<file path="src/rtl/cpu_issuer_pkg.sv">
// Shared types for the CPU command issuer: FSM state encoding and the queued command format.
package cpu_issuer_pkg;
    localparam int OPCODE_W   = 8;
    // Operand field width of a queued command; the issuer's W must not exceed it.
    localparam int CMD_DATA_W = 32;

    typedef enum logic [1:0] {
        ST_IDLE      = 2'd0,
        ST_SETTLE    = 2'd1,
        ST_WAIT_DONE = 2'd2,
        ST_RESPOND   = 2'd3
    } state_t;

    typedef struct packed {
        logic [OPCODE_W-1:0]   opcode;
        logic [CMD_DATA_W-1:0] a;
        logic [CMD_DATA_W-1:0] b;
    } cmd_t;
endpackage

</file>
<file path="src/rtl/cpu_cmd_fifo.sv">
// Synchronous FIFO with a registered full flag; dout shows the head entry combinationally.
module cpu_cmd_fifo #(
    parameter int DEPTH = 4,
    parameter int W     = 32
) (
    input  logic                     clk,
    input  logic                     rst_n,
    input  logic                     push,
    input  logic                     pop,
    input  logic [W-1:0]             din,
    output logic [W-1:0]             dout,
    output logic                     full,
    output logic                     empty,
    output logic [$clog2(DEPTH):0]   count
);
    localparam int AW = $clog2(DEPTH);
    localparam logic [AW:0] FULL_CNT = (AW+1)'(DEPTH);

    logic [W-1:0]  r_mem [DEPTH];
    logic [AW-1:0] r_wr_ptr, r_rd_ptr;
    logic [AW:0]   r_count, w_count_nxt;
    logic          r_full;
    logic          w_push, w_pop;

    assign w_push = push && !r_full;
    assign w_pop  = pop && (r_count != '0);

    always_comb begin
        w_count_nxt = r_count;
        if (w_push && !w_pop)
            w_count_nxt = r_count + 1'b1;
        else if (w_pop && !w_push)
            w_count_nxt = r_count - 1'b1;
    end

    // Full is registered from the next count so the ready seen upstream is a clean flop.
    always_ff @(posedge clk or negedge rst_n) begin
        if (!rst_n) begin
            r_wr_ptr <= '0;
            r_rd_ptr <= '0;
            r_count  <= '0;
            r_full   <= 1'b0;
        end else begin
            if (w_push) r_wr_ptr <= r_wr_ptr + 1'b1;
            if (w_pop)  r_rd_ptr <= r_rd_ptr + 1'b1;
            r_count <= w_count_nxt;
            r_full  <= (w_count_nxt == FULL_CNT);
        end
    end

    always_ff @(posedge clk) begin
        if (w_push) r_mem[r_wr_ptr] <= din;
    end

    assign dout  = r_mem[r_rd_ptr];
    assign full  = r_full;
    assign empty = (r_count == '0);
    assign count = r_count;
endmodule

</file>
<file path="src/rtl/cpu_cmd_issuer.sv">
// Queues host ALU commands and issues them one at a time to cpu_main, holding operands
// until done or timeout, then returns the result over a valid/ready response channel.
module cpu_cmd_issuer
    import cpu_issuer_pkg::*;
#(
    parameter int DEPTH   = 4,
    parameter int SETTLE  = 1,
    parameter int TIMEOUT = 64,
    parameter int W       = 32
) (
    input  logic                clk,
    input  logic                rst_n,
    input  logic                cmd_valid,
    output logic                cmd_ready,
    input  logic [OPCODE_W-1:0] cmd_opcode,
    input  logic [W-1:0]        cmd_a,
    input  logic [W-1:0]        cmd_b,
    output logic [OPCODE_W-1:0] cpu_opcode,
    output logic [W-1:0]        cpu_a,
    output logic [W-1:0]        cpu_b,
    input  logic [W-1:0]        cpu_result,
    input  logic                cpu_done,
    output logic                rsp_valid,
    input  logic                rsp_ready,
    output logic [OPCODE_W-1:0] rsp_opcode,
    output logic [W-1:0]        rsp_result,
    output logic                rsp_error,
    output logic                busy
);
    localparam int SW = (SETTLE > 1) ? $clog2(SETTLE) : 1;
    localparam int TW = $clog2(TIMEOUT);
    localparam logic [SW-1:0] SETTLE_LAST  = SW'(SETTLE - 1);
    localparam logic [TW-1:0] TIMEOUT_LAST = TW'(TIMEOUT - 1);

    state_t                 r_state, w_state_nxt;
    cmd_t                   w_push_cmd, w_head;
    logic                   w_full, w_empty, w_push, w_launch;
    logic                   w_done_hit, w_timeout_hit;
    logic [$clog2(DEPTH):0] w_count;
    logic [SW-1:0]          r_settle_cnt;
    logic [TW-1:0]          r_timer;
    logic [OPCODE_W-1:0]    r_cpu_opcode, r_rsp_opcode;
    logic [W-1:0]           r_cpu_a, r_cpu_b, r_rsp_result;
    logic                   r_rsp_error;

    assign w_push     = cmd_valid && !w_full;
    assign w_push_cmd = '{opcode: cmd_opcode, a: CMD_DATA_W'(cmd_a), b: CMD_DATA_W'(cmd_b)};

    cpu_cmd_fifo #(.DEPTH(DEPTH), .W($bits(cmd_t))) u_fifo (
        .clk   (clk),
        .rst_n (rst_n),
        .push  (w_push),
        .pop   (w_launch),
        .din   (w_push_cmd),
        .dout  (w_head),
        .full  (w_full),
        .empty (w_empty),
        .count (w_count)
    );

    // A launch from RESPOND rides the response handshake edge, so there is no IDLE bubble.
    assign w_launch      = !w_empty && ((r_state == ST_IDLE) || (r_state == ST_RESPOND && rsp_ready));
    assign w_done_hit    = (r_state == ST_WAIT_DONE) && cpu_done;
    assign w_timeout_hit = (r_state == ST_WAIT_DONE) && !cpu_done && (r_timer == TIMEOUT_LAST);

    always_ff @(posedge clk or negedge rst_n) begin
        if (!rst_n) r_state <= ST_IDLE;
        else        r_state <= w_state_nxt;
    end

    always_comb begin
        w_state_nxt = r_state;
        case (r_state)
            ST_IDLE:      if (w_launch) w_state_nxt = ST_SETTLE;
            ST_SETTLE:    if (r_settle_cnt == SETTLE_LAST) w_state_nxt = ST_WAIT_DONE;
            ST_WAIT_DONE: if (w_done_hit || w_timeout_hit) w_state_nxt = ST_RESPOND;
            ST_RESPOND:   if (rsp_ready) w_state_nxt = w_launch ? ST_SETTLE : ST_IDLE;
            default:      w_state_nxt = ST_IDLE;
        endcase
    end

    always_ff @(posedge clk or negedge rst_n) begin
        if (!rst_n) begin
            r_cpu_opcode <= '0;
            r_cpu_a      <= '0;
            r_cpu_b      <= '0;
            r_settle_cnt <= '0;
            r_timer      <= '0;
            r_rsp_opcode <= '0;
            r_rsp_result <= '0;
            r_rsp_error  <= 1'b0;
        end else begin
            if (w_launch) begin
                r_cpu_opcode <= w_head.opcode;
                r_cpu_a      <= W'(w_head.a);
                r_cpu_b      <= W'(w_head.b);
                r_settle_cnt <= '0;
            end else if (r_state == ST_SETTLE) begin
                r_settle_cnt <= r_settle_cnt + 1'b1;
            end
            // Timer only runs in WAIT_DONE, so it is always clear on entry.
            if (r_state != ST_WAIT_DONE) r_timer <= '0;
            else if (!cpu_done)          r_timer <= r_timer + 1'b1;
            if (w_done_hit) begin
                r_rsp_opcode <= r_cpu_opcode;
                r_rsp_result <= cpu_result;
                r_rsp_error  <= 1'b0;
            end else if (w_timeout_hit) begin
                r_rsp_opcode <= r_cpu_opcode;
                r_rsp_result <= '0;
                r_rsp_error  <= 1'b1;
            end
        end
    end

    assign cmd_ready  = !w_full;
    assign cpu_opcode = r_cpu_opcode;
    assign cpu_a      = r_cpu_a;
    assign cpu_b      = r_cpu_b;
    assign rsp_valid  = (r_state == ST_RESPOND);
    assign rsp_opcode = r_rsp_opcode;
    assign rsp_result = r_rsp_result;
    assign rsp_error  = r_rsp_error;
    assign busy       = (r_state != ST_IDLE) || (w_count != '0);
endmodule
</file>
<file path="config.mk">
export PLATFORM = sky130hd
export DESIGN_NAME = cpu_cmd_issuer
export DESIGN_NICKNAME = d
export VERILOG_FILES = /design/src/rtl/cpu_issuer_pkg.sv /design/src/rtl/cpu_cmd_fifo.sv /design/src/rtl/cpu_cmd_issuer.sv
export SDC_FILE = /design/constraint.sdc
export NUM_CORES = 1
export LEC_CHECK = 0
export ABC_CLOCK_PERIOD_IN_PS = 4950
export CORE_MARGIN = 2
export CORE_UTILIZATION = 55
export CTS_BUF_LIST = sky130_fd_sc_hd__clkbuf_2 sky130_fd_sc_hd__clkbuf_4 sky130_fd_sc_hd__clkbuf_8
export CTS_CLUSTER_DIAMETER = 80
export DETAILED_ROUTE_END_ITERATION = 8
export PLACE_DENSITY_LB_ADDON = 0.15
export SLEW_MARGIN = 20
export SYNTH_ARGS = -nofsm -noshare
export SYNTH_HDL_FRONTEND = slang
export SYNTH_SLANG_ARGS = --single-unit
</file>
<file path="constraint.sdc">
create_clock -name clk -period 4.95 [get_ports clk]
set_input_delay 0.99 -clock clk [delete_from_list [all_inputs] [get_ports clk]]
set_output_delay 0.99 -clock clk [all_outputs]
set_load 0.03 [all_outputs]
</file>
## Word level (Yosys, flattened, before mapping)

Memory sizes are Yosys's and may differ from the RTL's. A register that Yosys moved wholly into a read port is not among the register bits.
Cells that the tools add are included.
Widths: inputs -> output; s select.

- Flip-flop bits (word level): 58
- RAM bits: 288
- Input bits: 109
- Word-level logic and storage cells: 74
- Memories kept: 1

Memories:

| name | depth | bits a word | rd ports | clocked after Yosys merged registers in | wr ports | line | source |
|---|---|---|---|---|---|---|---|
| u_fifo.r_mem | 4 | 72 | 1 | 1 | 1 | cpu_cmd_fifo.sv:19 | `logic [W-1:0] r_mem [DEPTH];` |

- Add/sub/neg operators: 6
- Equal/unequal tests: 11
- Muxes and demuxes: 20
- Reduce and logical (&&, ||, !) cells: 26

Operators by type and width:

| operator | number |
|---|---|
| $mux 32 | 2 |
| $mux 8 | 2 |
| $mux 6 | 2 |
| $logic_and 1x1->1 | 10 |
| $mux 2 | 4 |
| $ne 2x1->1 const B | 4 |
| $pmux 2 s4 | 1 |
| $mux 1 | 7 |
| $add 6x1->6 const B | 1 |
| $eq 6x6->1 const B | 1 |
| $logic_not 1->1 | 6 |
| $mux 3 | 2 |
| $reduce_bool 2->1 | 3 |
| $add 2x1->2 const B | 2 |
| $eq 2x2->1 const B | 2 |
| $ne 2x2->1 const B | 2 |
| $reduce_and 4->1 | 1 |
| $add 3x1->3 const B | 1 |
| $eq 3x3->1 const B | 1 |
| $logic_not 3->1 | 1 |
| $logic_or 1x1->1 | 3 |
| $reduce_bool 3->1 | 1 |
| $sub 3x1->3 const B | 1 |
| $eq 2x1->1 const B | 1 |
| other kinds (2) | 2 |

## Logic depth before layout (Yosys ltp)

- Depth after elaboration: 9
- Mapped depth: 9

## Cells and area by module

From an unflattened synthesis, not the netlist that was laid out.

- Cells, all modules: 798
- Area total of the unflattened synthesis: 15760.1 sq um

Modules (own cells, without submodules):

| module | times used | cells an instance | area an instance (sq um) |
|---|---|---|---|
| cpu_cmd_fifo | 1 | 428 | 10901.7 |
| cpu_cmd_issuer | 1 | 370 | 4858.4 |

## Least setup slack after synthesis

No wires, ideal clock.

- Path kind: input-to-reg
- Start point: input cmd_valid
- End point: memory u_fifo.r_mem[0][0] in the netlist's numbering (enable)
- Library setup time: 0.438 ns
- Arrival: 2.982 ns
- Required time: 4.512 ns
- Path slack: 1.530 ns
- Stages: 3
- Buffers on the path: 1
- Cell sequence: nor2b_1 buf_2 and2_1

- Word-level cells in the longest chain between the ends: 4

RTL lines:

| what | line | source |
|---|---|---|
| start: declaration | cpu_cmd_issuer.sv:13 | `input logic cmd_valid,` |
| $logic_and 1x1->1 | cpu_cmd_issuer.sv:46 | `assign w_push = cmd_valid && !w_full;` |
| $logic_and 1x1->1 | cpu_cmd_fifo.sv:25 | `assign w_push = push && !r_full;` |
| $mux 1 | cpu_cmd_fifo.sv:52 | `if (w_push) r_mem[r_wr_ptr] <= din;` |
| $mux 1 (not written as such) | cpu_cmd_fifo.sv:52 |  |
| end: declaration | cpu_cmd_fifo.sv:19 |  |

No other way between the ends.

## Final worst setup path

- Start point: register r_state[1]
- End point: output busy

- Word-level cells in the longest chain between the ends: 2

RTL lines:

| what | line | source |
|---|---|---|
| start: declaration | cpu_cmd_issuer.sv:35 | `state_t r_state, w_state_nxt;` |
| start signal: assignment | cpu_cmd_issuer.sv:68 | `else r_state <= w_state_nxt;` |
| $reduce_bool 2->1 | cpu_cmd_issuer.sv:124 | `assign busy = (r_state != ST_IDLE) \|\| (w_count != '0);` |
| $logic_or 1x1->1 | cpu_cmd_issuer.sv:124 |  |
| end: declaration | cpu_cmd_issuer.sv:28 | `output logic busy` |

No other way between the ends.

==> flow_metrics.env <==
export IMPL_status="finished, final reports clean"
export IMPL_critPathMaxFanout=5
export IMPL_gp_congestion=0.761
export IMPL_layout_common_cells="288 x edfxtp_1, 223 x clkdlybuf4s50_1, 128 x dfrtp_1"
export IMPL_synth_distinct_cells=38
export IMPL_die_x_um=173
export IMPL_ctsRootBufferMaster="clkbuf_8"
export IMPL_viasPerCell=5.37
export IMPL_final_setup_tns_ns=0
export IMPL_hp_class="register to register"
export IMPL_cts_htree_levels=3
export IMPL_cpMaxStageDelayCell="clkdlybuf4s50_1"
export IMPL_ys_seq_area_frac=0.760
export IMPL_drtIter0Drc=462
export IMPL_ir_worst_vdd_v=0.000474
export IMPL_routed_wl_um=29700
export IMPL_dr_pass1_iters=4
export IMPL_cp_arrival_ns=2.10
export IMPL_total_power_mw=12.8
export IMPL_fin_skew_ns=0.0347
export IMPL_cp_top_family="buffers and inverters"
export IMPL_synth_top_cells_by_area="edfxtp_1 55%, dfrtp_1 21%, mux4_2 10%"
export IMPL_postCtsSetupBuffers=0
export IMPL_r2r_cells=6
export IMPL_rsz0062_at_grt="false"
export IMPL_final_nets=1175
export IMPL_p_per_area_mw_per_mm2=650
export IMPL_grt_pass1_vias=8261
export IMPL_via_count=7969
export IMPL_cts_resized=0
export IMPL_syn_num_nets=909
export IMPL_crit_buf_inv=2
export IMPL_pwr_share_clk=0.225
export IMPL_cp_required_ns=3.96
export IMPL_fin_crit_sh=0.624
export IMPL_cts_buffers=66
export IMPL_syn2layout_area_growth_pct=25.2
export IMPL_worst_pin_slew_ns=1.10
export IMPL_rrSetupSlack_ns=2.40
export IMPL_critPathKind="register to primary output"
export IMPL_synthFlopType="edfxtp_1"
export IMPL_gr_total_overflow=0
export IMPL_syn_instance_count=787
export IMPL_max_freq_ghz=0.324
export IMPL_portBuffers=224
export IMPL_drv_cap=0
export IMPL_p_sw_frac=0.328
export IMPL_start_util=0.561
export IMPL_synth_top_area_cell="edfxtp_1"
export IMPL_grt_pass1_wl_um=46700
export IMPL_clk_path_buf_depth=3
export IMPL_die_y_um=173
export IMPL_wl_per_cell_um=20.0
export IMPL_p_int_mw=8.57
export IMPL_cp_end_kind="primary output"
export IMPL_cts_num_sinks=418
export IMPL_grt_usage=0.203
export IMPL_p_seq_frac=0.421
export IMPL_p_switching_mw=4.18
export IMPL_async_flop_share=0.311
export IMPL_hold_viol_final=0
export IMPL_layout_drive_gt1_share=0.261
export IMPL_p_leak_nw=7.06
export IMPL_place_hpwl_um=18300
export IMPL_slew_viol_final=0
export IMPL_io_pins=225
export IMPL_fin_crit_ns=3.09
export IMPL_hold_buffers=0
export IMPL_final_common_cell="edfxtp_1"
export IMPL_ant_nets=0
export IMPL_drc=0
export IMPL_synth_area_mm2=0.0157
export IMPL_synth_edf_count=288
export IMPL_die_area_mm2=0.0298
export IMPL_cp_depth=4
export IMPL_path_cells="inv_1 > ha_1 > nand3b_1 > clkdlybuf4s50_1"
export IMPL_worst_path_largest_cell_delay_ns=0.68
export IMPL_slew_headroom=0.266
export IMPL_grt_max_degree=96
export IMPL_synth_seq_cells=418
export IMPL_start_kind="register"
export IMPL_row_count=61
export IMPL_synth_top_area_share=0.552
export IMPL_cts_tree="built"
export IMPL_clock_latency_ns=0.57
export IMPL_worst_slack_ns=1.86
export IMPL_antenna_found_initial=1
export IMPL_avgSynthCellArea_um2=19.9
export IMPL_pwr_share_comb=0.354
export IMPL_coreArea_mm2=0.0279
export IMPL_finalSetupViolations=0
export IMPL_clk_pin_slew_ns=0.06
export IMPL_pre_cts_ws_ns=1.48
export IMPL_ys_warn_count=0
export IMPL_holdPathStages=1
[state kept, by name, summed over array words and instances (netlist names)]
name / count
r_state: 2
cpu_opcode: 8
u_fifo.r_wr_ptr: 2
r_settle_cnt: 1
u_fifo.count: 3
cpu_b: 32
u_fifo.full: 1
rsp_opcode: 8
u_fifo.r_rd_ptr: 2
rsp_error: 1
rsp_result: 32
r_timer: 6
u_fifo.r_mem: 288
cpu_a: 32
[routing by layer]
metal	track usage	share of wire	vias to the layer above
li1	-	-	3585
met1	0.286	0.45	4107
met2	0.322	0.49	239
met3	0.0462	0.051	36
met4	0.0643	0.013	2
met5	0	0.00054	-
[synth_stat cells (2+ instances only)]
cell	n
inv_1	9
buf_1	3
xor2_1	5
nor2_1	9
mux2_2	81
buf_2	10
and2_1	6
buf_6	11
nand2_1	71
nand2b_1	2
o21ai_0	33
ha_1	13
dfrtp_1	130
edfxtp_1	288
mux4_2	72
nor2b_1	2
clkbuf_1	13
nand3_1	3
xnor2_1	7
[metrics by stage]
step / std cells / utilization / hold WS [ns] / instance area (µm²)
4_1_cts: 1484 / 0.702 / 0.492 / 19600
3_5_place_dp: 1363 / 0.654 / 0.479 / 18300
5_1_grt: 1484 / 0.702 / 0.511 / 19600
6_report: 1485 / 0.702 / 0.489 / 19600
2_1_floorplan: 787 / - / 0.456 / 15700
3_3_place_gp: 1363 / 0.654 / 0.476 / 18300
[worst paths after layout]
check / start / to
max reg2reg: r_state[0] / cpu_a[4]
min: rsp_error / rsp_error
max in group asynchronous: rst_n / cpu_a[12]
min reg2reg: rsp_error / rsp_error
min in group asynchronous: rst_n / cpu_a[24]
max: r_state[1] / busy
[cell type report]
class | instances | area, µm²
Clock inverter | 23 | 118
Multi-Input combinational cell | 323 | 3520
Antenna cell | 1 | 2.50
Timing Repair Buffer | 235 | 2350
Tap cell | 378 | 473
Clock buffer | 98 | 1220
Inverter | 9 | 33.8
Fill cell | 1788 | 8310
Sequential cell | 418 | 11900
[cells by family after synthesis]
kind of cell	after synthesis	share of synthesized area
compound gates	43	0.0159
xor+xnor	12	0.00671
fa+ha+maj	13	0.0104
buf+inv	46	0.0171
flops	418	0.760
mux	154	0.162
simple gates	101	0.0279
[power groups by stage]
stage	Sequential, mW	Clock, mW	Combinational, mW
6_report	5.37	2.87	4.51
5_1_grt	5.49	3.11	4.81
4_1_cts	5.39	2.94	4.58
3_5_place_dp	5.45	0	4.57
3_3_place_gp	5.43	0	4.51
2_1_floorplan	6.07	0	2.29
Note: power is estimated with default switching activity, not from simulation.
